==> src/rtl/alu_pkg.sv <==
// Shared opcode, flag-bit and FSM-state definitions for the execute unit and
// the instruction decoder.
package alu_pkg;

  typedef enum logic [3:0] {
    OP_ADD  = 4'd0,
    OP_SUB  = 4'd1,
    OP_AND  = 4'd2,
    OP_OR   = 4'd3,
    OP_XOR  = 4'd4,
    OP_SHL  = 4'd5,
    OP_SHR  = 4'd6,
    OP_MULU = 4'd7,
    OP_DIVU = 4'd8,
    OP_REMU = 4'd9
  } op_e;

  typedef enum logic [1:0] {
    ST_IDLE,
    ST_ITER,
    ST_DONE
  } state_e;

  localparam int FLAG_Z = 0;
  localparam int FLAG_N = 1;
  localparam int FLAG_C = 2;
  localparam int FLAG_V = 3;

  // Builds a flags word: upper 12 bits pass through, low nibble is Z/N/C/V.
  function automatic logic [15:0] pack_flags(input logic [11:0] hi,
                                             input logic v, input logic c,
                                             input logic n, input logic z);
    logic [15:0] f;
    f         = {hi, 4'h0};
    f[FLAG_Z] = z;
    f[FLAG_N] = n;
    f[FLAG_C] = c;
    f[FLAG_V] = v;
    return f;
  endfunction

endpackage

==> src/rtl/execute_unit_if.sv <==
// Operation request / result bundle between the issue logic and the execute unit.
interface execute_unit_if #(parameter int DataWidth = 16);
  logic                 Start;
  logic [3:0]           Op;
  logic [DataWidth-1:0] OperandB;
  logic [DataWidth-1:0] OperandC;
  logic [15:0]          FlagsIn;
  logic                 Busy;
  logic                 Done;
  logic [DataWidth-1:0] Result;
  logic [15:0]          NewFlags;
  logic                 UpdateFlags;

  modport master (
    output Start, Op, OperandB, OperandC, FlagsIn,
    input  Busy, Done, Result, NewFlags, UpdateFlags
  );

  modport slave (
    input  Start, Op, OperandB, OperandC, FlagsIn,
    output Busy, Done, Result, NewFlags, UpdateFlags
  );
endinterface

==> src/rtl/muldiv_iter.sv <==
// Iterative unsigned multiply (shift-add) and divide (restoring), one bit per
// cycle over DataWidth cycles; done marks the cycle presenting the final result.
module muldiv_iter
  import alu_pkg::*;
#(
  parameter int DataWidth = 16
) (
  input  logic                 clk,
  input  logic                 rst,
  input  logic                 start,
  input  logic [3:0]           op,
  input  logic [DataWidth-1:0] opnd_a,
  input  logic [DataWidth-1:0] opnd_b,
  output logic                 busy,
  output logic                 done,
  output logic [DataWidth-1:0] result,
  output logic                 carry
);

  localparam int CntW = (DataWidth > 1) ? $clog2(DataWidth) : 1;

  // hi/lo hold {partial product, multiplier} or {remainder, quotient}.
  logic [DataWidth-1:0] hi_q, hi_d, lo_q, lo_d, opnd_q, opnd_d;
  logic [CntW-1:0]      cnt_q, cnt_d;
  logic                 busy_q, busy_d, is_div_q, is_div_d, want_rem_q, want_rem_d;

  logic [DataWidth:0]   mul_sum, div_shift, div_diff;
  logic [DataWidth-1:0] hi_step, lo_step;
  logic                 last;

  always_comb begin
    mul_sum   = {1'b0, hi_q} + (lo_q[0] ? {1'b0, opnd_q} : '0);
    div_shift = {hi_q, lo_q[DataWidth-1]};
    div_diff  = div_shift - {1'b0, opnd_q};
    if (is_div_q) begin
      hi_step = div_diff[DataWidth] ? div_shift[DataWidth-1:0] : div_diff[DataWidth-1:0];
      lo_step = {lo_q[DataWidth-2:0], ~div_diff[DataWidth]};
    end else begin
      hi_step = mul_sum[DataWidth:1];
      lo_step = {mul_sum[0], lo_q[DataWidth-1:1]};
    end
  end

  assign last   = busy_q && (cnt_q == CntW'(DataWidth - 1));
  assign busy   = busy_q;
  assign done   = last;
  assign result = (is_div_q && want_rem_q) ? hi_step : lo_step;
  assign carry  = !is_div_q && (|hi_step);

  // NOTE: every variable gets a default first so no path can infer a latch.
  always_comb begin
    hi_d       = hi_q;
    lo_d       = lo_q;
    opnd_d     = opnd_q;
    cnt_d      = cnt_q;
    busy_d     = busy_q;
    is_div_d   = is_div_q;
    want_rem_d = want_rem_q;
    if (busy_q) begin
      hi_d  = hi_step;
      lo_d  = lo_step;
      cnt_d = cnt_q + 1'b1;
      if (last) busy_d = 1'b0;
    end else if (start) begin
      hi_d       = '0;
      lo_d       = opnd_a;
      opnd_d     = opnd_b;
      cnt_d      = '0;
      busy_d     = 1'b1;
      is_div_d   = (op == OP_DIVU) || (op == OP_REMU);
      want_rem_d = (op == OP_REMU);
    end
  end

  // NOTE: sequential state uses non-blocking assignments only.
  always_ff @(posedge clk) begin
    if (rst) begin
      hi_q       <= '0;
      lo_q       <= '0;
      opnd_q     <= '0;
      cnt_q      <= '0;
      busy_q     <= 1'b0;
      is_div_q   <= 1'b0;
      want_rem_q <= 1'b0;
    end else begin
      hi_q       <= hi_d;
      lo_q       <= lo_d;
      opnd_q     <= opnd_d;
      cnt_q      <= cnt_d;
      busy_q     <= busy_d;
      is_div_q   <= is_div_d;
      want_rem_q <= want_rem_d;
    end
  end

endmodule

==> src/rtl/execute_unit.sv <==
// Execute unit: single-cycle ALU ops plus iterative MULU/DIVU/REMU, with
// registered Result/NewFlags and a one-cycle Done pulse for write-back.
module execute_unit
  import alu_pkg::*;
#(
  parameter int DataWidth = 16
) (
  input logic          Clk,
  input logic          Reset,
  execute_unit_if.slave bus
);

  localparam int Msb = DataWidth - 1;

  state_e               state_q, state_d;
  logic                 busy_q, busy_d, done_q, done_d, upd_q, upd_d;
  logic [DataWidth-1:0] result_q, result_d;
  logic [15:0]          flags_q, flags_d;
  logic [11:0]          flags_hi_q, flags_hi_d;

  logic                 accept, div_zero, go_iter;
  logic                 md_busy, md_done, md_carry;
  logic [DataWidth-1:0] md_result;

  logic [DataWidth-1:0] b, c, alu_res;
  logic [DataWidth:0]   add_w, sub_w, shl_w, shr_w;
  logic [3:0]           amt;
  logic                 alu_c, alu_v, alu_defined;

  assign b        = bus.OperandB;
  assign c        = bus.OperandC;
  assign amt      = c[3:0];
  assign accept   = bus.Start && (state_q != ST_ITER);
  assign div_zero = (c == '0);
  assign go_iter  = accept && ((bus.Op == OP_MULU) ||
                               (((bus.Op == OP_DIVU) || (bus.Op == OP_REMU)) && !div_zero));

  muldiv_iter #(.DataWidth(DataWidth)) u_muldiv (
    .clk    (Clk),
    .rst    (Reset),
    .start  (go_iter),
    .op     (bus.Op),
    .opnd_a (b),
    .opnd_b (c),
    .busy   (md_busy),
    .done   (md_done),
    .result (md_result),
    .carry  (md_carry)
  );

  always_comb begin
    add_w       = {1'b0, b} + {1'b0, c};
    sub_w       = {1'b0, b} - {1'b0, c};
    shl_w       = {1'b0, b} << amt;
    shr_w       = {b, 1'b0} >> amt;
    alu_res     = '0;
    alu_c       = 1'b0;
    alu_v       = 1'b0;
    alu_defined = 1'b1;
    case (bus.Op)
      OP_ADD: begin
        alu_res = add_w[Msb:0];
        alu_c   = add_w[DataWidth];
        alu_v   = (b[Msb] == c[Msb]) && (add_w[Msb] != b[Msb]);
      end
      OP_SUB: begin
        alu_res = sub_w[Msb:0];
        alu_c   = sub_w[DataWidth];
        alu_v   = (b[Msb] != c[Msb]) && (sub_w[Msb] != b[Msb]);
      end
      OP_AND: alu_res = b & c;
      OP_OR:  alu_res = b | c;
      OP_XOR: alu_res = b ^ c;
      OP_SHL: begin
        alu_res = shl_w[Msb:0];
        alu_c   = shl_w[DataWidth];
      end
      OP_SHR: begin
        alu_res = shr_w[DataWidth:1];
        alu_c   = shr_w[0];
      end
      // Only reachable here on divide by zero; real divides go iterative.
      OP_DIVU: begin
        alu_res = '1;
        alu_v   = 1'b1;
      end
      OP_REMU: begin
        alu_res = b;
        alu_v   = 1'b1;
      end
      default: alu_defined = 1'b0;
    endcase
  end

  always_comb begin
    state_d    = state_q;
    busy_d     = 1'b0;
    done_d     = 1'b0;
    upd_d      = 1'b0;
    result_d   = result_q;
    flags_d    = flags_q;
    flags_hi_d = flags_hi_q;
    case (state_q)
      ST_ITER: begin
        busy_d = 1'b1;
        if (md_done) begin
          state_d  = ST_DONE;
          busy_d   = 1'b0;
          done_d   = 1'b1;
          upd_d    = 1'b1;
          result_d = md_result;
          flags_d  = pack_flags(flags_hi_q, 1'b0, md_carry, md_result[Msb], md_result == '0);
        end
      end
      default: begin
        state_d = ST_IDLE;
        if (accept) begin
          flags_hi_d = bus.FlagsIn[15:4];
          if (go_iter) begin
            state_d = ST_ITER;
            busy_d  = 1'b1;
          end else begin
            state_d  = ST_DONE;
            done_d   = 1'b1;
            upd_d    = alu_defined;
            result_d = alu_res;
            flags_d  = alu_defined
                     ? pack_flags(bus.FlagsIn[15:4], alu_v, alu_c, alu_res[Msb], alu_res == '0)
                     : bus.FlagsIn;
          end
        end
      end
    endcase
  end

  always_ff @(posedge Clk) begin
    if (Reset) begin
      state_q    <= ST_IDLE;
      busy_q     <= 1'b0;
      done_q     <= 1'b0;
      upd_q      <= 1'b0;
      result_q   <= '0;
      flags_q    <= '0;
      flags_hi_q <= '0;
    end else begin
      state_q    <= state_d;
      busy_q     <= busy_d;
      done_q     <= done_d;
      upd_q      <= upd_d;
      result_q   <= result_d;
      flags_q    <= flags_d;
      flags_hi_q <= flags_hi_d;
    end
  end

  assign bus.Busy        = busy_q;
  assign bus.Done        = done_q;
  assign bus.UpdateFlags = upd_q;
  assign bus.Result      = result_q;
  assign bus.NewFlags    = flags_q;

endmodule

==> src/flat_wrapper.sv <==
// flat-port wrapper written by rule: the top's interface ports become plain ports
module execute_unit_flat import alu_pkg::*;
#(
  parameter int DataWidth = 16
)
  (Clk, Reset, bus_Start, bus_Op, bus_OperandB, bus_OperandC, bus_FlagsIn, bus_Busy, bus_Done, bus_Result, bus_NewFlags, bus_UpdateFlags);
  execute_unit_if #(.DataWidth(DataWidth)) bus_i ();
  input logic Clk;
  input logic Reset;
  input wire logic [$bits(bus_i.Start)-1:0] bus_Start;
  input wire logic [$bits(bus_i.Op)-1:0] bus_Op;
  input wire logic [$bits(bus_i.OperandB)-1:0] bus_OperandB;
  input wire logic [$bits(bus_i.OperandC)-1:0] bus_OperandC;
  input wire logic [$bits(bus_i.FlagsIn)-1:0] bus_FlagsIn;
  output wire logic [$bits(bus_i.Busy)-1:0] bus_Busy;
  output wire logic [$bits(bus_i.Done)-1:0] bus_Done;
  output wire logic [$bits(bus_i.Result)-1:0] bus_Result;
  output wire logic [$bits(bus_i.NewFlags)-1:0] bus_NewFlags;
  output wire logic [$bits(bus_i.UpdateFlags)-1:0] bus_UpdateFlags;
  assign bus_i.Start = bus_Start;
  assign bus_i.Op = bus_Op;
  assign bus_i.OperandB = bus_OperandB;
  assign bus_i.OperandC = bus_OperandC;
  assign bus_i.FlagsIn = bus_FlagsIn;
  assign bus_Busy = bus_i.Busy;
  assign bus_Done = bus_i.Done;
  assign bus_Result = bus_i.Result;
  assign bus_NewFlags = bus_i.NewFlags;
  assign bus_UpdateFlags = bus_i.UpdateFlags;
  execute_unit #(.DataWidth(DataWidth)) u_core (.Clk(Clk), .Reset(Reset), .bus(bus_i));
endmodule
==> config.mk <==
export PLATFORM = sky130hd
export DESIGN_NAME = execute_unit_flat
export DESIGN_NICKNAME = d
export VERILOG_FILES = /design/src/rtl/alu_pkg.sv /design/src/rtl/execute_unit_if.sv /design/src/rtl/muldiv_iter.sv /design/src/rtl/execute_unit.sv /design/src/flat_wrapper.sv
export SDC_FILE = /design/constraint.sdc
export NUM_CORES = 1
export LEC_CHECK = 0
export CAP_MARGIN = 40
export CORE_ASPECT_RATIO = 2
export CORE_MARGIN = 5
export CORE_UTILIZATION = 37
export DETAILED_ROUTE_END_ITERATION = 12
export MAX_ROUTING_LAYER = met4
export PLACE_DENSITY = 0.64
export REMOVE_ABC_BUFFERS = 1
export SETUP_SLACK_MARGIN = 0.1
export SYNTH_ARGS = -nofsm -noshare
export SYNTH_HDL_FRONTEND = slang
export SYNTH_HIERARCHICAL = 1
export SYNTH_SLANG_ARGS = --single-unit
==> constraint.sdc <==
create_clock -name Clk -period 3.5 [get_ports Clk]
set_input_delay 0.7 -clock Clk [delete_from_list [all_inputs] [get_ports Clk]]
set_output_delay 0.7 -clock Clk [all_outputs]
set_load 0.02 [all_outputs]
Yosys cells after proc, flatten, opt, wreduce, memory -nomap -nowiden
Cells that the tools add are included.
Widths: inputs -> output; s select.
{"block": "op_classes", "add_sub_neg": 5, "eq_ne": 18, "shift": 2, "muxes": 40, "bitwise_logic": 6, "n_reduce_logical": 24}
{"operator": "$mux 16", "count": 17}
{"operator": "$pmux 16 s9", "count": 1}
{"operator": "$logic_not 16->1", "count": 3}
{"operator": "$add 16x16->17", "count": 1}
{"operator": "$add 16x17->17", "count": 1}
{"operator": "$shl 16x4->17", "count": 1}
{"operator": "$shr 17x4->17", "count": 1}
{"operator": "$sub 16x16->17", "count": 1}
{"operator": "$sub 17x16->17", "count": 1}
{"operator": "$and 16x16->16", "count": 1}
{"operator": "$eq 4x3->1 const B", "count": 4}
{"operator": "$or 16x16->16", "count": 1}
{"operator": "$reduce_or 16->1", "count": 1}
{"operator": "$xor 16x16->16", "count": 1}
{"operator": "$mux 1", "count": 13}
{"operator": "$eq 4x4->1 const B", "count": 3}
{"operator": "$mux 4", "count": 3}
{"operator": "$reduce_or 9->1", "count": 1}
{"operator": "$eq 4x2->1 const B", "count": 2}
{"operator": "$logic_and 1x1->1", "count": 8}
{"operator": "$mux 2", "count": 4}
{"operator": "$add 4x1->4 const B", "count": 1}
{"operator": "$eq 4x1->1 const B", "count": 1}
{"operator": "$logic_not 4->1", "count": 1}
{"operator": "other kinds (14)", "count": 23}
{"block": "word_totals", "register_bits": 104, "in_bits": 55, "output_inout_bits": 35, "elab_cells": 109}

Logic depth before layout (Yosys ltp)
Gate-level depths: netlist of run 1.
{"block": "logic_depth", "ltp_word": 8, "ltp_mapped": 20, "ltp_nobuf": 18}

Hierarchy
Netlist of run 1, hierarchy kept.
{"module": "execute_unit", "instances": 1, "cells_per_inst": 889, "area_each_um2": 6478.7, "seq_area_each_um2": 980.9}
{"module": "muldiv_iter", "instances": 1, "cells_per_inst": 595, "area_each_um2": 4600.7, "seq_area_each_um2": 1101.1}

Worst setup path after synthesis of run 1
OpenSTA, ideal clock, no wires.
{"block": "synth_timing", "path_kind": "register -> register", "from": "register u_core.u_muldiv.lo_q[0]", "to": "register u_core.flags_q[2] (netlist: u_core/bus.NewFlags[2])", "setup_time_ns": 0.133, "arrival_time_ns": 3.603, "t_required_ns": 3.367, "setup_slack_ns": -0.236, "path_stages_with_launch": 17, "n_path_buf": 1, "synth_period_minus_slack_ns": 3.736, "path_cell_list": "dfxtp_1 -> clkbuf_1 -> and2_1 -> ha_1 -> fa_1 -> a211oi_1 -> o21ai_1 -> and3_1 -> o41a_1 -> o31a_1 -> o21ai_0 -> nand4_1 -> nor4_1 -> a31oi_1 -> or3_1 -> o21ai_0 -> a311oi_1"}
{"block": "synth_between", "elab_chain_len": 7}
{"element": "start, declared", "line_no": "muldiv_iter.sv:23", "text": "logic [DataWidth-1:0] hi_q, hi_d, lo_q, lo_d, opnd_q, opnd_d;"}
{"element": "start signal, assigned", "line_no": "muldiv_iter.sv:87", "text": "lo_q <= lo_d;"}
{"element": "$mux 16", "line_no": "muldiv_iter.sv:32", "text": "mul_sum = {1'b0, hi_q} + (lo_q[0] ? {1'b0, opnd_q} : '0);"}
{"element": "$add 16x17->17", "line_no": "muldiv_iter.sv:32"}
{"element": "$mux 16", "line_no": "muldiv_iter.sv:35", "text": "if (is_div_q) begin"}
{"element": "$reduce_or 16->1", "line_no": "muldiv_iter.sv:48", "text": "assign carry = !is_div_q && (|hi_step);"}
{"element": "$logic_and 1x1->1", "line_no": "muldiv_iter.sv:48"}
{"element": "named net u_core.md_carry", "line_no": "execute_unit.sv:22", "text": "logic md_busy, md_done, md_carry;"}
{"element": "$mux 16", "line_no": "execute_unit.sv:106", "text": "if (md_done) begin"}
{"element": "$mux 16", "line_no": "execute_unit.sv:103", "text": "case (state_q)"}
{"element": "end signal, assigned", "line_no": "execute_unit.sv:151", "text": "flags_q <= flags_d;"}
{"element": "end, declared", "line_no": "execute_unit.sv:18", "text": "logic [15:0] flags_q, flags_d;"}
The timed path passes the listed nets, and every way through them passes these cells. The select of a mux whose other input is x is not followed.
A chain may end at the register's enable or synchronous reset.

Final worst setup path of run 1
{"block": "layout_timing", "from": "register u_core.u_muldiv.lo_q[15]", "to": "register u_core.flags_q[2] (netlist: u_core/bus.NewFlags[2])"}
{"block": "layout_between", "elab_chain_len": 7}
{"element": "$sub 17x16->17", "line_no": "muldiv_iter.sv:34", "text": "div_diff = div_shift - {1'b0, opnd_q};"}
{"element": "$mux 16 *", "line_no": "muldiv_iter.sv:36", "text": "hi_step = div_diff[DataWidth] ? div_shift[DataWidth-1:0] : div_diff[DataWidth-1:0];"}
{"element": "$mux 16 *", "line_no": "muldiv_iter.sv:35"}
{"element": "$reduce_or 16->1 *", "line_no": "muldiv_iter.sv:48"}
{"element": "$logic_and 1x1->1 *", "line_no": "muldiv_iter.sv:48"}
{"element": "named net u_core.md_carry", "line_no": "execute_unit.sv:22"}
{"element": "$mux 16 *", "line_no": "execute_unit.sv:106"}
{"element": "$mux 16 *", "line_no": "execute_unit.sv:103"}
The timed path passes the listed nets; every way through them passes the cells marked *. The select of a mux whose other input is x is not followed.

==> out/results.txt, run 1 <==
Global Route Usage Sum: 34.0%
Initial Utilization: 37.5%
cells along the critical path: inv_2, ha_4, inv_2, fa_2, a211oi_2, o21ai_2, nor3_4, nor3b_2, buf_4, nor3_4, o311ai_2, or4_4, nor4_4, a31oi_2, or3_1, o21ai_1, a311oi_1
CP max stage delay: 0.47 ns
critical path's slowest cell: or4_4
CTS tree: yes
Yosys warnings: 6
layout cell share with drive strength beyond 1: 35.0%
Yosys cell types: 95
IO Pins: 90
Total Wirelength: 57,900 um
clock sink count: 104
CTS root buffer: clkbuf_16
Peak Freq: 252 MHz
failing checks: setup timing
die area: 33,700 sq um
max_cap viols: 0
Hold Fails Final Rpt: 0
Max Clock Skew: 0.0113 ns
Slew Limit Fails: 0
CTS max path bufs: 2
Final Wtd Congestion: 1.05
clk_lat worst skew: 0.37 ns
Core Region: 29,500 sq um
Worst Hold Class: flop to flop
Routed wire per std cell: 25.1 um
Met3 Wirelength: 2380 um
Crit path max-delay family: simple AND/OR/NAND/NOR gates
Die Width: 132 um
Post-Place Setup Slack: -0.932 ns
H-tree depth: 3
initial antenna violation count: 0
Synth Register Bits: 104
RSZ-0062 raised after global routing: yes
most frequent cells in the layout: 431 x buf_4, 152 x nand2_1, 134 x nor2_1
post-route ant nets: 0
status: finished with violations
DR DRC count: 0
input/output buffers: 89
Max Used Layer: met4
largest net degree at the start of global routing: 65
HPWL Detailed: 46,400 um
design area: 16,900 sq um
area grow syn2layout: 52.1%
Rel. slew slack: 47.7%
Final setup viols: 10
CP endpoint kind: flop
vias per cell: 6.03
Leakage: 0.00723 uW
num rows: 89
Bufs and invs on worst path: 3
EDFF count, synth: 0
CP Launch Type: flop
Top FF cell, synth: dfxtp_1
global route total overflow: 0
crit path DAT: 4.22 ns
Pwr per Cell Area: 266 nW/um^2
n_diodes: 0
post-synthesis sequential area ratio: 18.8%
height of the chip: 255 um
Data required, critical path: 3.75 ns
worst-margin pin slew: 0.777 ns
leading cell type in the layout, fill and taps excluded: buf_4
first-pass detailed-route iteration total: 5
CTS Hold Bufs: 0
Inserted Clock Buffers: 9
M1 WL: 17,800 um
Critical Path Fanout Max: 5
Tmin final: 3.97 ns
Worst VDD drop: 247 uV
Reg clk slew, reported paths: 0.08 ns
Synth async-reset ratio: 0%
final worst setup slack: -0.468 ns
Pwr Total: 4480 uW
DP Area: 15,400 sq um
final hold slack: 0.460 ns
CP Class: flop to flop
first-pass GRT wire length: 84,800 um
Nets: 2,082
vias post-DR: 13,900
initial DRC count: 948
number of global-route vias before repair: 14,200
DR WL met2: 29,900 um
Cells after Synth: 1,484
crit share post-route: 113%
Syn Area/Cell: 7.47 sq um
Cell Area, Synth: 11,100 sq um
## kinds of logic (layout without fill, tap and decap cells)
| logic type | count (synthesis) | after routing | share of synthesized area [%] |
|---|---|---|---|
| and+or+nand+nor | 566 | 566 | 25.9 |
| AOI/OAI and AO/OA | 444 | 444 | 27.5 |
| buffers and inverters | 186 | 648 | 7.01 |
| DFF | 104 | 104 | 18.8 |
| adders and majority gates | 86 | 86 | 9.98 |
| muxes | 74 | 74 | 8.94 |
| xor gates and xnor gates | 24 | 24 | 1.90 |
## report_power, final
part	switching (uW)	internal, uW
clock network	526	521
logic	1130	1000
registers	49.4	1250
## flip-flops by register name, indices dropped and copies added (netlist names), 2 cells and up
signal	cells
u_core/bus.NewFlags	16
u_core/bus.Result	16
u_core/flags_hi_q	12
u_core/state_q	2
u_core/u_muldiv/cnt_q	4
u_core/u_muldiv/hi_q	16
u_core/u_muldiv/lo_q	16
u_core/u_muldiv/opnd_q	16
## synth_stat cells (all sizes together), types with 22 or more instances
| library cell | n | share of area (%) |
|---|---|---|
| buf | 40 | 2.1 |
| mux2i | 45 | 4.1 |
| nor4 | 28 | 1.6 |
| nor2 | 140 | 4.7 |
| a21oi | 129 | 5.9 |
| clkbuf | 70 | 2.4 |
| dfxtp | 104 | 19 |
| ha | 82 | 9.3 |
| nand2 | 157 | 5.3 |
| o21ai | 59 | 2.7 |
| inv | 76 | 2.6 |
| nand3 | 23 | 1.0 |
| and2 | 27 | 1.5 |
| a211oi | 56 | 3.8 |
| nor3 | 36 | 1.8 |
| nor2b | 33 | 1.9 |
| a311oi | 22 | 1.8 |
## timing repair
action                     4_1_cts  5_1_grt
pin swaps                       59       34
setup endpoints to repair       25       23
resized for setup              156       71
hold endpoints to repair         0        0
buffers inserted                28        9
## per-layer routing
metal  vias up  track usage [%]
met4         0             35.7
met1      6625             29.1
li1       6409                -
met5         -                -
met3       325             3.51
met2       577             61.2
## worst register-to-register path, stage by stage, from the launching register on
cell	delay (ns)
dfxtp_2	0.33
inv_2	0.08
ha_4	0.15
inv_2	0.03
fa_2	0.34
a211oi_2	0.23
o21ai_2	0.14
nor3_4	0.30
nor3b_2	0.10
buf_4	0.16
nor3_4	0.38
o311ai_2	0.18
or4_4	0.47
nor4_4	0.28
a31oi_2	0.15
or3_1	0.39
o21ai_1	0.09
a311oi_1	0.05
## final timing paths
path / depth (start not counted) / to / slack, ns / startpoint
max reg2reg: 17 / u_core/bus.NewFlags[2] / -0.47 / u_core/u_muldiv/lo_q[15]
max: 17 / u_core/bus.NewFlags[2] / -0.47 / u_core/u_muldiv/lo_q[15]
min reg2reg: 2 / u_core/bus.Result[6] / 0.46 / u_core/bus.Result[6]
min: 2 / u_core/bus.Result[6] / 0.46 / u_core/bus.Result[6]
## through the flow
step / utilization [%] / TNS (ns) / std cells
floorplan: - / -15.21 / 1374
global placement: 52.0 / -13.75 / 2260
detailed placement: 52.0 / -13.82 / 2261
CTS: 56.1 / -1.66 / 2305
global route: 57.1 / -3.66 / 2310
finish: 57.1 / -1.79 / 2310
## layout make-up
class	instances	area, sq um
repair buffers	556	4610
well taps	364	455
multi-input cells	1194	9100
inverters	76	288
clock buffers	10	239
clock inverters	6	61.3
fillers	2768	12700
flip-flops and latches	104	2100
No activity file was read; power rests on OpenSTA's default activity.
==> run 2, diff against run 1 <==
- CTS_CLUSTER_DIAMETER: default -> 50
==> results of run 2 <==
The final DEF is identical to that of run 1; final timing and power are the same.
==> run 3, diff against run 2 <==
- PLACE_DENSITY: 0.64 -> 0.62
- clock period: 3.5 -> 5.1 ns (I/O delays scaled with it)
==> out/results.txt, run 3 (synthesis results as in run 1) <==
status: finished clean
Die Width: 132 um
Worst VDD drop: 148 uV
layout cell share with drive strength beyond 1: 12.6%
HPWL Detailed: 43,000 um
number of global-route vias before repair: 12,400
Worst Hold Class: flop to flop
post-route ant nets: 0
first-pass detailed-route iteration total: 5
clk_lat worst skew: 0.37 ns
initial DRC count: 968
crit share post-route: 92.5%
hold wc startpoint: u_core/flags_hi_q[11]
leading cell type in the layout, fill and taps excluded: nand2_1
Global Route Usage Sum: 31.4%
Peak Freq: 212 MHz
CTS root buffer: clkbuf_16
DR DRC count: 0
vias post-DR: 12,500
Finished Core Util: 44.6%
clock sink count: 104
CP Class: flop to flop
crit path DAT: 4.93 ns
Crit path max-delay family: simple AND/OR/NAND/NOR gates
share of power burned in registers: 33.4%
Slew Limit Fails: 0
Hold Path Sink: u_core/flags_hi_q[11]
GR Layer Usage met3: 2.78%
Final setup viols: 0
largest net degree at the start of global routing: 84
most frequent cells in the layout: 157 x nand2_1, 138 x nor2_1, 128 x a21oi_1
Bufs and invs on worst path: 2
CTS Hold Bufs: 0
R2R Setup Slk: 0.38 ns
CTS tree: yes
Total Wirelength: 53,600 um
cells along the critical path: inv_1, ha_1, inv_1, fa_1, a211oi_1, o21ai_2, nor3_4, nor3b_2, nor3_2, o311ai_1, or4_1, nor4_1, a31oi_1, or3_1, o21ai_0, a311oi_1
M1 GR Usage: 28.2%
Crit Reg-Reg Startpoint: u_core/u_muldiv/lo_q[15]
setup TNS: 0 ns
initial antenna violation count: 2
Critical Path Fanout Max: 7
Routed wire per std cell: 27.3 um
CP Launch Type: flop
CP endpoint kind: flop
num rows: 89
RR Endpoint: u_core/bus.NewFlags[2]
worst-margin pin slew: 0.894 ns
CTS max path bufs: 2
H-tree depth: 3
critical path's most frequent cell: inv_1
Psw: 1050 uW
FF-to-FF path depth: 16
height of the chip: 255 um
post-CTS setup buffer count: 0
Final Wtd Congestion: 1.05
RSZ-0062 raised after global routing: no
Nets: 1,732
most crowded layer after global routing: met2
vias per cell: 6.40
clock network power share: 26.4%
CP max stage delay: 0.55 ns
switching share of power: 39.4%
die area: 33,700 sq um
hold depth: 2
critical path's slowest cell: nor3_2
global route total overflow: 0
IO Pins: 90
CTS resizes: 0
fillcell total: 3,040
Data required, critical path: 5.32 ns
met2 usage: 57.0%
max_cap viols: 0
area grow syn2layout: 18.8%
Logic pwr share: 40.2%
Leakage: 0.00533 uW
Initial Utilization: 37.5%
final worst setup slack: 0.384 ns
Hold Fails Final Rpt: 0
first-pass GRT wire length: 77,800 um
Pwr per Cell Area: 203 nW/um^2
Tmin final: 4.72 ns
Rel. slew slack: 40.4%
Int Pwr: 1620 uW
Reg clk slew, reported paths: 0.08 ns
Inserted Clock Buffers: 9
Post-Place Setup Slack: 0.294 ns
Max Clock Skew: 0.0124 ns
input/output buffers: 89
Core Region: 29,500 sq um
==> run 3: changes by cell type in the layout (fill, tap and decap cells not counted), sizes merged, moves of 3 or more <==
cell / before / now
buf: 470 / 120
clkbuf: 13 / 9
clkdlybuf4s50: 68 / 86
clkinv: 2 / 5
dlygate4sd2: 11 / 0
dlymetal6s2s: 3 / 0
==> run 3: how the worst max path moves through the flow <==
stage	start	to	slack [ns]	depth (start not counted)
finish	u_core/u_muldiv/lo_q[15]	u_core/bus.NewFlags[2]	0.38	16
detailed placement	bus_OperandC[6]	u_core/bus.NewFlags[0]	0.29	12
global route	u_core/u_muldiv/lo_q[0]	u_core/bus.NewFlags[2]	0.21	15
global placement	bus_Op[1]	u_core/bus.Result[10]	0.25	11
CTS	u_core/u_muldiv/lo_q[15]	u_core/bus.NewFlags[2]	0.42	16
floorplan	u_core/state_q[1]	u_core/u_muldiv/want_rem_q	0.92	6
==> run 3: through the flow <==
step | instances | power (uW) | hold WS (ns) | instance area (sq um)
6_report | 1961 | 2670 | 0.456 | 13200
5_1_grt | 1961 | 2780 | 0.472 | 13200
4_1_cts | 1960 | 2660 | 0.457 | 13200
3_5_place_dp | 1944 | 1950 | 0.447 | 12900
3_3_place_gp | 1941 | 1950 | 0.440 | 12800
2_1_floorplan | 1374 | 1430 | 0.431 | 10600
==> run 3: final cells by class <==
class                           count  area (sq um)  share of cell area (%)
Clock buffer                        9           225                    1.71
Sequential cell                   104          2080                    15.8
Antenna cell                        1          2.50                  0.0190
Timing Repair Buffer              206          1790                    13.6
Tap cell                          364           455                    3.46
Inverter                           76           285                    2.17
Multi-Input combinational cell   1194          8250                    62.7
Clock inverter                      7          73.8                   0.561
==> run 3: worst register-to-register path, cell delays in order (launching register included) <==
cell and delay [ns]:
dfxtp_1 0.34, inv_1 0.13, ha_1 0.21, inv_1 0.06, fa_1 0.44, a211oi_1 0.31
o21ai_2 0.18, nor3_4 0.34, nor3b_2 0.18, nor3_2 0.56, o311ai_1 0.28, or4_1 0.45
nor4_1 0.29, a31oi_1 0.21, or3_1 0.44, o21ai_0 0.09, a311oi_1 0.07
==> run 3: layer usage <==
layer  share of wire (%)  routed length (um)
met1                  32               17100
met2                  52               28000
met3                 4.1                2220
met4                  12                6200
met5                   0                   0
==> run 3: power groups by stage <==
stage	combinational [uW]	clock (uW)	sequential, uW
after floorplan	504	0	930
after global placement	1040	0	910
after detailed placement	1040	0	910
after CTS	1050	721	891
after global routing	1120	755	896
final	1070	705	892
